<file path="config.mk">
export PLATFORM = sky130hd
export DESIGN_NAME = xalu_seq_flat
export DESIGN_NICKNAME = d
export VERILOG_FILES = /design/src/rtl/xalu_seq_if.sv /design/src/rtl/xalu_seq.sv /design/src/flat_wrapper.sv
export SDC_FILE = /design/constraint.sdc
export NUM_CORES = 1
export LEC_CHECK = 0
export ABC_AREA = 1
export BUFFER_PORTS_ARGS = -buffer_cell sky130_fd_sc_hd__buf_2
export CORE_UTILIZATION = 57
export CTS_BUF_LIST = sky130_fd_sc_hd__clkbuf_16
export DETAILED_ROUTE_END_ITERATION = 8
export PLACE_DENSITY = 0.9
export SYNTH_ARGS = -nofsm -noshare
export SYNTH_HDL_FRONTEND = slang
export SYNTH_SLANG_ARGS = --single-unit
</file>
<file path="constraint.sdc">
create_clock -name clk -period 5.3 [get_ports clk]
set_input_delay 1.06 -clock clk [delete_from_list [all_inputs] [get_ports clk]]
set_output_delay 1.06 -clock clk [all_outputs]
set_load 0.01 [all_outputs]
</file>
<file path="src/rtl/xalu_seq_if.sv">
// CPU-side bus of the nibble-serial ALU controller: operation request,
// handshake and the assembled result with its flags.
interface xalu_seq_if #(
    parameter int NIB = 4
);
    localparam int W = 4 * NIB;

    logic         start;
    logic [2:0]   op;
    logic         com;
    logic         cin;
    logic [W-1:0] a;
    logic [W-1:0] b;
    logic         busy;
    logic         done;
    logic [W-1:0] result;
    logic         cout;
    logic         zero;
    logic         neg_zero;
    logic         equ;

    modport master (
        output start, op, com, cin, a, b,
        input  busy, done, result, cout, zero, neg_zero, equ
    );

    modport slave (
        input  start, op, com, cin, a, b,
        output busy, done, result, cout, zero, neg_zero, equ
    );
endinterface

</file>
<file path="src/rtl/xalu_seq.sv">
// Drives an external combinational 4-bit ALU slice over a W-bit word, one
// nibble per clock, rippling carries/shift bits through a register.
module xalu_seq #(
    parameter int NIB = 4
) (
    input  logic       clk,
    input  logic       rst,
    xalu_seq_if.slave  bus,
    output logic [3:0] s_a,
    output logic [3:0] s_b,
    output logic [2:0] s_f,
    output logic       s_ci_left,
    output logic       s_ci_right,
    output logic       s_com,
    input  logic [3:0] s_d,
    input  logic       s_co_left,
    input  logic       s_co_right,
    input  logic       s_equ
);
    localparam int W  = 4 * NIB;
    localparam int IW = $clog2(NIB);
    localparam logic [IW-1:0] LAST_IDX = IW'(NIB - 1);

    localparam logic [1:0] ST_IDLE = 2'd0;
    localparam logic [1:0] ST_RUN  = 2'd1;
    localparam logic [1:0] ST_DONE = 2'd2;

    localparam logic [2:0] OP_ADD = 3'd0;
    localparam logic [2:0] OP_SHR = 3'd6;
    localparam logic [2:0] OP_SHL = 3'd7;

    logic [1:0]    state_q,    state_d;
    logic [W-1:0]  a_q,        a_d;
    logic [W-1:0]  b_q,        b_d;
    logic [2:0]    op_q,       op_d;
    logic          com_q,      com_d;
    logic          carry_q,    carry_d;
    logic          equ_acc_q,  equ_acc_d;
    logic [IW-1:0] idx_q,      idx_d;
    logic [W-1:0]  result_q,   result_d;
    logic          cout_q,     cout_d;
    logic          zero_q,     zero_d;
    logic          neg_zero_q, neg_zero_d;
    logic          equ_q,      equ_d;

    logic is_shr;
    logic last_nib;
    logic start_ok;
    logic run;

    assign is_shr   = (op_q == OP_SHR);
    assign last_nib = is_shr ? (idx_q == '0) : (idx_q == LAST_IDX);
    assign start_ok = bus.start && (state_q == ST_IDLE || state_q == ST_DONE);
    assign run      = (state_q == ST_RUN);

    always_comb begin
        // NOTE: every _d starts from its _q so no path through this block
        // leaves a variable unassigned, which would otherwise infer a latch.
        state_d    = state_q;
        a_d        = a_q;
        b_d        = b_q;
        op_d       = op_q;
        com_d      = com_q;
        carry_d    = carry_q;
        equ_acc_d  = equ_acc_q;
        idx_d      = idx_q;
        result_d   = result_q;
        cout_d     = cout_q;
        zero_d     = zero_q;
        neg_zero_d = neg_zero_q;
        equ_d      = equ_q;

        case (state_q)
            ST_RUN: begin
                result_d[{idx_q, 2'b00} +: 4] = s_d;
                carry_d   = is_shr ? s_co_right : s_co_left;
                equ_acc_d = equ_acc_q & s_equ;
                if (last_nib) begin
                    state_d    = ST_DONE;
                    cout_d     = (op_q == OP_ADD || op_q == OP_SHL || op_q == OP_SHR)
                                 ? carry_d : 1'b0;
                    zero_d     = (result_d == '0);
                    neg_zero_d = &result_d;
                    equ_d      = equ_acc_d;
                end else begin
                    idx_d = is_shr ? idx_q - IW'(1) : idx_q + IW'(1);
                end
            end
            ST_DONE: state_d = ST_IDLE;
            ST_IDLE: state_d = ST_IDLE;
            default: state_d = ST_IDLE;
        endcase

        // Only reachable from IDLE or DONE, so it never disturbs a running op.
        if (start_ok) begin
            state_d   = ST_RUN;
            a_d       = bus.a;
            b_d       = bus.b;
            op_d      = bus.op;
            com_d     = bus.com;
            carry_d   = bus.cin;
            equ_acc_d = 1'b1;
            idx_d     = (bus.op == OP_SHR) ? LAST_IDX : '0;
        end
    end

    // NOTE: state updates use non-blocking assignments so every flop samples
    // the pre-edge value of every other flop, independent of statement order.
    always_ff @(posedge clk or posedge rst) begin
        if (rst) begin
            state_q    <= ST_IDLE;
            a_q        <= '0;
            b_q        <= '0;
            op_q       <= '0;
            com_q      <= 1'b0;
            carry_q    <= 1'b0;
            equ_acc_q  <= 1'b0;
            idx_q      <= '0;
            result_q   <= '0;
            cout_q     <= 1'b0;
            zero_q     <= 1'b0;
            neg_zero_q <= 1'b0;
            equ_q      <= 1'b0;
        end else begin
            state_q    <= state_d;
            a_q        <= a_d;
            b_q        <= b_d;
            op_q       <= op_d;
            com_q      <= com_d;
            carry_q    <= carry_d;
            equ_acc_q  <= equ_acc_d;
            idx_q      <= idx_d;
            result_q   <= result_d;
            cout_q     <= cout_d;
            zero_q     <= zero_d;
            neg_zero_q <= neg_zero_d;
            equ_q      <= equ_d;
        end
    end

    // Slice is idle-quiet: all drive lines sit at 0 outside RUN.
    assign s_a        = run ? a_q[{idx_q, 2'b00} +: 4] : 4'd0;
    assign s_b        = run ? b_q[{idx_q, 2'b00} +: 4] : 4'd0;
    assign s_f        = run ? op_q : 3'd0;
    assign s_com      = run ? com_q : 1'b0;
    assign s_ci_right = run && !is_shr && carry_q;
    assign s_ci_left  = run && is_shr && carry_q;

    assign bus.busy     = run;
    assign bus.done     = (state_q == ST_DONE);
    assign bus.result   = result_q;
    assign bus.cout     = cout_q;
    assign bus.zero     = zero_q;
    assign bus.neg_zero = neg_zero_q;
    assign bus.equ      = equ_q;
endmodule
</file>
<file path="src/flat_wrapper.sv">
// flat-port wrapper written by rule: the top's interface ports become plain ports
module xalu_seq_flat 
#(
    parameter int NIB = 4
)
  (clk, rst, s_a, s_b, s_f, s_ci_left, s_ci_right, s_com, s_d, s_co_left, s_co_right, s_equ, bus_start, bus_op, bus_com, bus_cin, bus_a, bus_b, bus_busy, bus_done, bus_result, bus_cout, bus_zero, bus_neg_zero, bus_equ);
  xalu_seq_if #(.NIB(NIB)) bus_i ();
  input  logic clk;
  input  logic rst;
  output logic [3:0] s_a;
  output logic [3:0] s_b;
  output logic [2:0] s_f;
  output logic s_ci_left;
  output logic s_ci_right;
  output logic s_com;
  input  logic [3:0] s_d;
  input  logic s_co_left;
  input  logic s_co_right;
  input  logic s_equ;
  input wire logic [$bits(bus_i.start)-1:0] bus_start;
  input wire logic [$bits(bus_i.op)-1:0] bus_op;
  input wire logic [$bits(bus_i.com)-1:0] bus_com;
  input wire logic [$bits(bus_i.cin)-1:0] bus_cin;
  input wire logic [$bits(bus_i.a)-1:0] bus_a;
  input wire logic [$bits(bus_i.b)-1:0] bus_b;
  output wire logic [$bits(bus_i.busy)-1:0] bus_busy;
  output wire logic [$bits(bus_i.done)-1:0] bus_done;
  output wire logic [$bits(bus_i.result)-1:0] bus_result;
  output wire logic [$bits(bus_i.cout)-1:0] bus_cout;
  output wire logic [$bits(bus_i.zero)-1:0] bus_zero;
  output wire logic [$bits(bus_i.neg_zero)-1:0] bus_neg_zero;
  output wire logic [$bits(bus_i.equ)-1:0] bus_equ;
  assign bus_i.start = bus_start;
  assign bus_i.op = bus_op;
  assign bus_i.com = bus_com;
  assign bus_i.cin = bus_cin;
  assign bus_i.a = bus_a;
  assign bus_i.b = bus_b;
  assign bus_busy = bus_i.busy;
  assign bus_done = bus_i.done;
  assign bus_result = bus_i.result;
  assign bus_cout = bus_i.cout;
  assign bus_zero = bus_i.zero;
  assign bus_neg_zero = bus_i.neg_zero;
  assign bus_equ = bus_i.equ;
  xalu_seq #(.NIB(NIB)) u_core (.clk(clk), .rst(rst), .bus(bus_i), .s_a(s_a), .s_b(s_b), .s_f(s_f), .s_ci_left(s_ci_left), .s_ci_right(s_ci_right), .s_com(s_com), .s_d(s_d), .s_co_left(s_co_left), .s_co_right(s_co_right), .s_equ(s_equ));
endmodule
</file>
==> qor.log <==
INFO  clocking       clk_pin_slew_worst_paths=0.05ns
INFO  placed_design  port-buffer-count=82
INFO  logic_synthesis yosys.cell_count.top_type=sky130_fd_sc_hd__nand2_1
INFO  clocking       numCtsBuffers=9
INFO  drt            drcViolationCount=0
INFO  drt            first_iter_violations=187
INFO  logic_synthesis ys_async_sr_fraction=100%
INFO  worst_setup_path cp_data_arrival_time=2.29ns
INFO  worst_setup_path worst_path_dominant_cell_family=flip-flops
INFO  grt            globalRouteOverflowTotal=0
INFO  layout         fin_cells=585
INFO  layout         total_number_of_nets_in_the_final_design=561
INFO  drt            drtAntennaViolNets=0
INFO  logic_synthesis yosys-top-cells-count=sky130_fd_sc_hd__nand2_1, sky130_fd_sc_hd__dfrtp_1, sky130_fd_sc_hd__nor2_1, sky130_fd_sc_hd__inv_1, sky130_fd_sc_hd__o21ai_0
INFO  worst_setup_path path_max_fanout=39
INFO  grt            grt_use_met2=47.3%
INFO  sta            setup_viol_count_final=0
INFO  logic_synthesis share_of_the_synthesized_area_in_compound_gates_ao_oa_aoi_oai=13.7%
INFO  die            num_io_pins=83
INFO  logic_synthesis post_synth.cell_area_avg=7.58um^2
INFO  logic_synthesis number_of_synthesized_flops_with_an_enable_pin=0
INFO  logic_synthesis synth_xor_area_share=0.268%
INFO  worst_hold_path holdCritPathClass=flop to flop
INFO  grt            antenna_violations_before_repair=0
INFO  worst_setup_path critical_path_buf_inv_count=2
INFO  placed_design  place_congestion=0.898
INFO  die            floorplan.die_area=6040um^2
INFO  layout         final_cell_area=4020um^2
INFO  placed_design  post-place-cells=569
INFO  die            die_width=77.7um
INFO  logic_synthesis adder_cell_area_share_of_the_yosys_netlist=2.30%
INFO  logic_synthesis netlist_instances=431
INFO  sta            maxSlewViolCount=0
INFO  die            die-height=77.7um
INFO  pwr            combinationalPowerShare=43.9%
INFO  clocking       cts_post_setup_buffers_inserted=0
INFO  sta            max_freq=298MHz
INFO  pwr            power.share.switching=42.6%
INFO  clocking       cts.path.max_buffers=2
INFO  pwr            static-leakage-power=2.14nW
INFO  sta            fin_hold_ws=0.475ns
INFO  drt            post_drt_wl_per_cell=13.4um
INFO  logic_synthesis synth_cell_type_count=32
INFO  placed_design  detailedPlacementHpwl=5230um
INFO  sta            worstMarginPinSlew=1.19ns
INFO  worst_setup_path critical_path_required=4.24ns
INFO  grt            grt_use_met3=8.00%
INFO  pwr            powerDensity=679nW/um^2
INFO  logic_synthesis syn-cell-area=3270um^2
INFO  grt            grt.total_usage=28.8%
INFO  grt            globalRoute.busiestLayer=met2
INFO  pwr            p_int=0.00157W
INFO  sta            setup_repair_after_global_routing_missed_its_margin=no
INFO  worst_setup_path worst_path_largest_cell_delay=1.13ns
INFO  logic_synthesis largest_family_of_logic_cells_by_synthesized_area=simple AND/OR/NAND/NOR gates
INFO  grt            first_pass_grt_wire_length=13400um
INFO  layout         fillerInstances=405
INFO  worst_setup_path criticalPathCategory=flop to primary output
INFO  sta            finalCriticalPeriod=3.35ns
INFO  clocking       clockRootBuffer=sky130_fd_sc_hd__clkbuf_16
INFO  clocking       cts.repair.resized=0
INFO  grt            first_global_vias=3045
INFO  worst_setup_path startpoint_type_of_the_worst_setup_path=flop
INFO  logic_synthesis synth.top_cell.area_share=47.5%
INFO  pwr            power.ir.vdd_worst=388uV
INFO  clocking       postCtsHoldBufs=0
INFO  logic_synthesis synth.largest_area_cell=sky130_fd_sc_hd__dfrtp_1
INFO  pwr            power.sequential.fraction=32.2%
INFO  logic_synthesis ys_seq_elements=62
INFO  sta            layout_worst_path_cycle_share=63.2%
INFO  die            row_count=27
INFO  placed_design  placed_cell_area=3690um^2
INFO  sta            finalHoldViolations=0
INFO  pwr            p_sw=0.00117W
INFO  outcome        run_status=complete, no violations
INFO  clocking       numClockSinks=62
INFO  grt            met1_track_usage_gr=35.5%
INFO  logic_synthesis post_synth_mux_area_share=0%
INFO  flow_run       cap_viol_max_count=0
INFO  logic_synthesis yosysSeqAreaShare=47.5%
INFO  grt            grt_max_degree=63
INFO  clocking       worst_skew_pair.late_latency=0.33ns
INFO  layout         syn_to_final_growth=23.2%
INFO  clocking       cts_tree=built
INFO  worst_setup_path worst_path_cell_chain=inv_2 -> o21ai_0 -> a21oi_1 -> buf_2
INFO  logic_synthesis synthTopCellsByArea=sky130_fd_sc_hd__dfrtp_1, sky130_fd_sc_hd__nand2_1, sky130_fd_sc_hd__nor2_1, sky130_fd_sc_hd__o21ai_0, sky130_fd_sc_hd__inv_1
INFO  logic_synthesis post_synth_and_or_nand_nor_area_fraction=28.7%
INFO  worst_setup_path critPathSlowestCell=sky130_fd_sc_hd__dfrtp_1
INFO  drt            drt_pre_antenna_iters=4
INFO  pwr            clock_power_share=24.0%
INFO  sta            fin_skew=0.00355ns
INFO  clocking       htree_num_levels=3
INFO  layout         antenna-diode-count=0
INFO  drt            detailroute.via_count=3054
INFO  layout         layout_cells_sized_above_1=24.2%
INFO  sta            timing.setup.tns=0ns
INFO  logic_synthesis synth.net_count=484
INFO  drt            wl=7820um
INFO  pwr            p_total=0.00273W
INFO  drt            vias_per_cell=5.22
INFO  die            core=5510um^2
INFO  sta            max-slew-margin-rel=20.3%
INFO  die            initial_utilization=59.3%
INFO  logic_synthesis count_of_synthesis_stage_warnings_from_yosys=0
INFO  worst_setup_path critPathCaptureType=primary output
INFO  logic_synthesis synthFlopType=sky130_fd_sc_hd__dfrtp_1
==> metal layers <==
layer,share of wire (%),vias up
li1,-,1528
met1,42,1396
met2,50,106
met3,5.5,24
met4,2.9,0
met5,0,-
==> stage by stage <==
step / setup slack (ns) / utilization [%]
floorplan: 2.70 / -
global placement: 2.32 / 67.1
detailed placement: 2.23 / 67.1
CTS: 1.99 / 73.1
global route: 1.80 / 73.1
finish: 1.95 / 73.1
==> worst paths after layout <==
path                                       from                   end  slack, ns  cells after the start
worst max-delay path            u_core.idx_q[0]                s_a[3]       1.95                      4
worst min-delay path              u_core.b_q[3]         u_core.b_q[3]       0.47                      2
worst max register to register  u_core.idx_q[0]   u_core.bus.neg_zero       2.34                     11
worst min register to register    u_core.b_q[3]         u_core.b_q[3]       0.47                      2
max in group asynchronous                   rst         u_core.a_q[0]       3.85                      3
min in group asynchronous                   rst  u_core.bus.result[7]       0.93                      3
==> layout by cell type, fill, tap and decap left out, drive strengths merged, types with 2 or more instances in the layout <==
| master | instances |
|---|---|
| nand2 | 153 |
| buf | 83 |
| dfrtp | 62 |
| nor2 | 47 |
| inv | 45 |
| o21ai | 41 |
| nand3 | 19 |
| a21oi | 16 |
| clkbuf | 9 |
| o211ai | 8 |
| a31oi | 8 |
| ha | 6 |
| clkinv | 3 |
| bufinv | 3 |
| nor3 | 2 |
| and2 | 2 |
==> kinds of logic after synthesis <==
kind of cell,Yosys count
xor gates and xnor gates,1
adders and majority gates,6
AOI/OAI and AO/OA,76
DFF,62
buffers and inverters,61
and+or+nand+nor,225
==> area by class of cell <==
| class | count | area, um^2 | share of cell area [%] |
|---|---|---|---|
| sequential | 62 | 1550 | 38.6 |
| multi-input combinational | 308 | 1470 | 36.5 |
| timing repair buffer | 83 | 418 | 10.4 |
| clock buffer | 9 | 225 | 5.60 |
| inverter | 44 | 165 | 4.10 |
| clock inverter | 7 | 105 | 2.61 |
| tap | 72 | 90.1 | 2.24 |
==> worst reg2reg max path: stages (launching register included) <==
cell and delay, ns:
sky130_fd_sc_hd__dfrtp_1 1.13, sky130_fd_sc_hd__inv_2 0.29, sky130_fd_sc_hd__ha_1 0.41, sky130_fd_sc_hd__inv_2 0.12
sky130_fd_sc_hd__nand2_1 0.08, sky130_fd_sc_hd__nor2_2 0.15, sky130_fd_sc_hd__nand2_2 0.08, sky130_fd_sc_hd__nand2_1 0.10
sky130_fd_sc_hd__nand2_1 0.07, sky130_fd_sc_hd__nor2_1 0.15, sky130_fd_sc_hd__nand3_1 0.15, sky130_fd_sc_hd__o21bai_2 0.13
==> power groups by stage <==
stage	Clock [W]	Combinational, W	Sequential (W)
final	0.000655	0.00120	0.000879
after global routing	0.000682	0.00136	0.000905
after CTS	0.000658	0.00120	0.000876
after detailed placement	0	0.00117	0.000881
after global placement	0	0.00113	0.000868
after floorplan	0	0.000890	0.000835
==> sequential cells by signal (all words and copies together) (netlist names), 2 cells and up <==
signal and flops:
u_core.a_q 16, u_core.idx_q 2, u_core.op_q 3, u_core.b_q 16
u_core.state_q 2, u_core.bus.result 16
No activity file was read; power rests on OpenSTA's default activity.
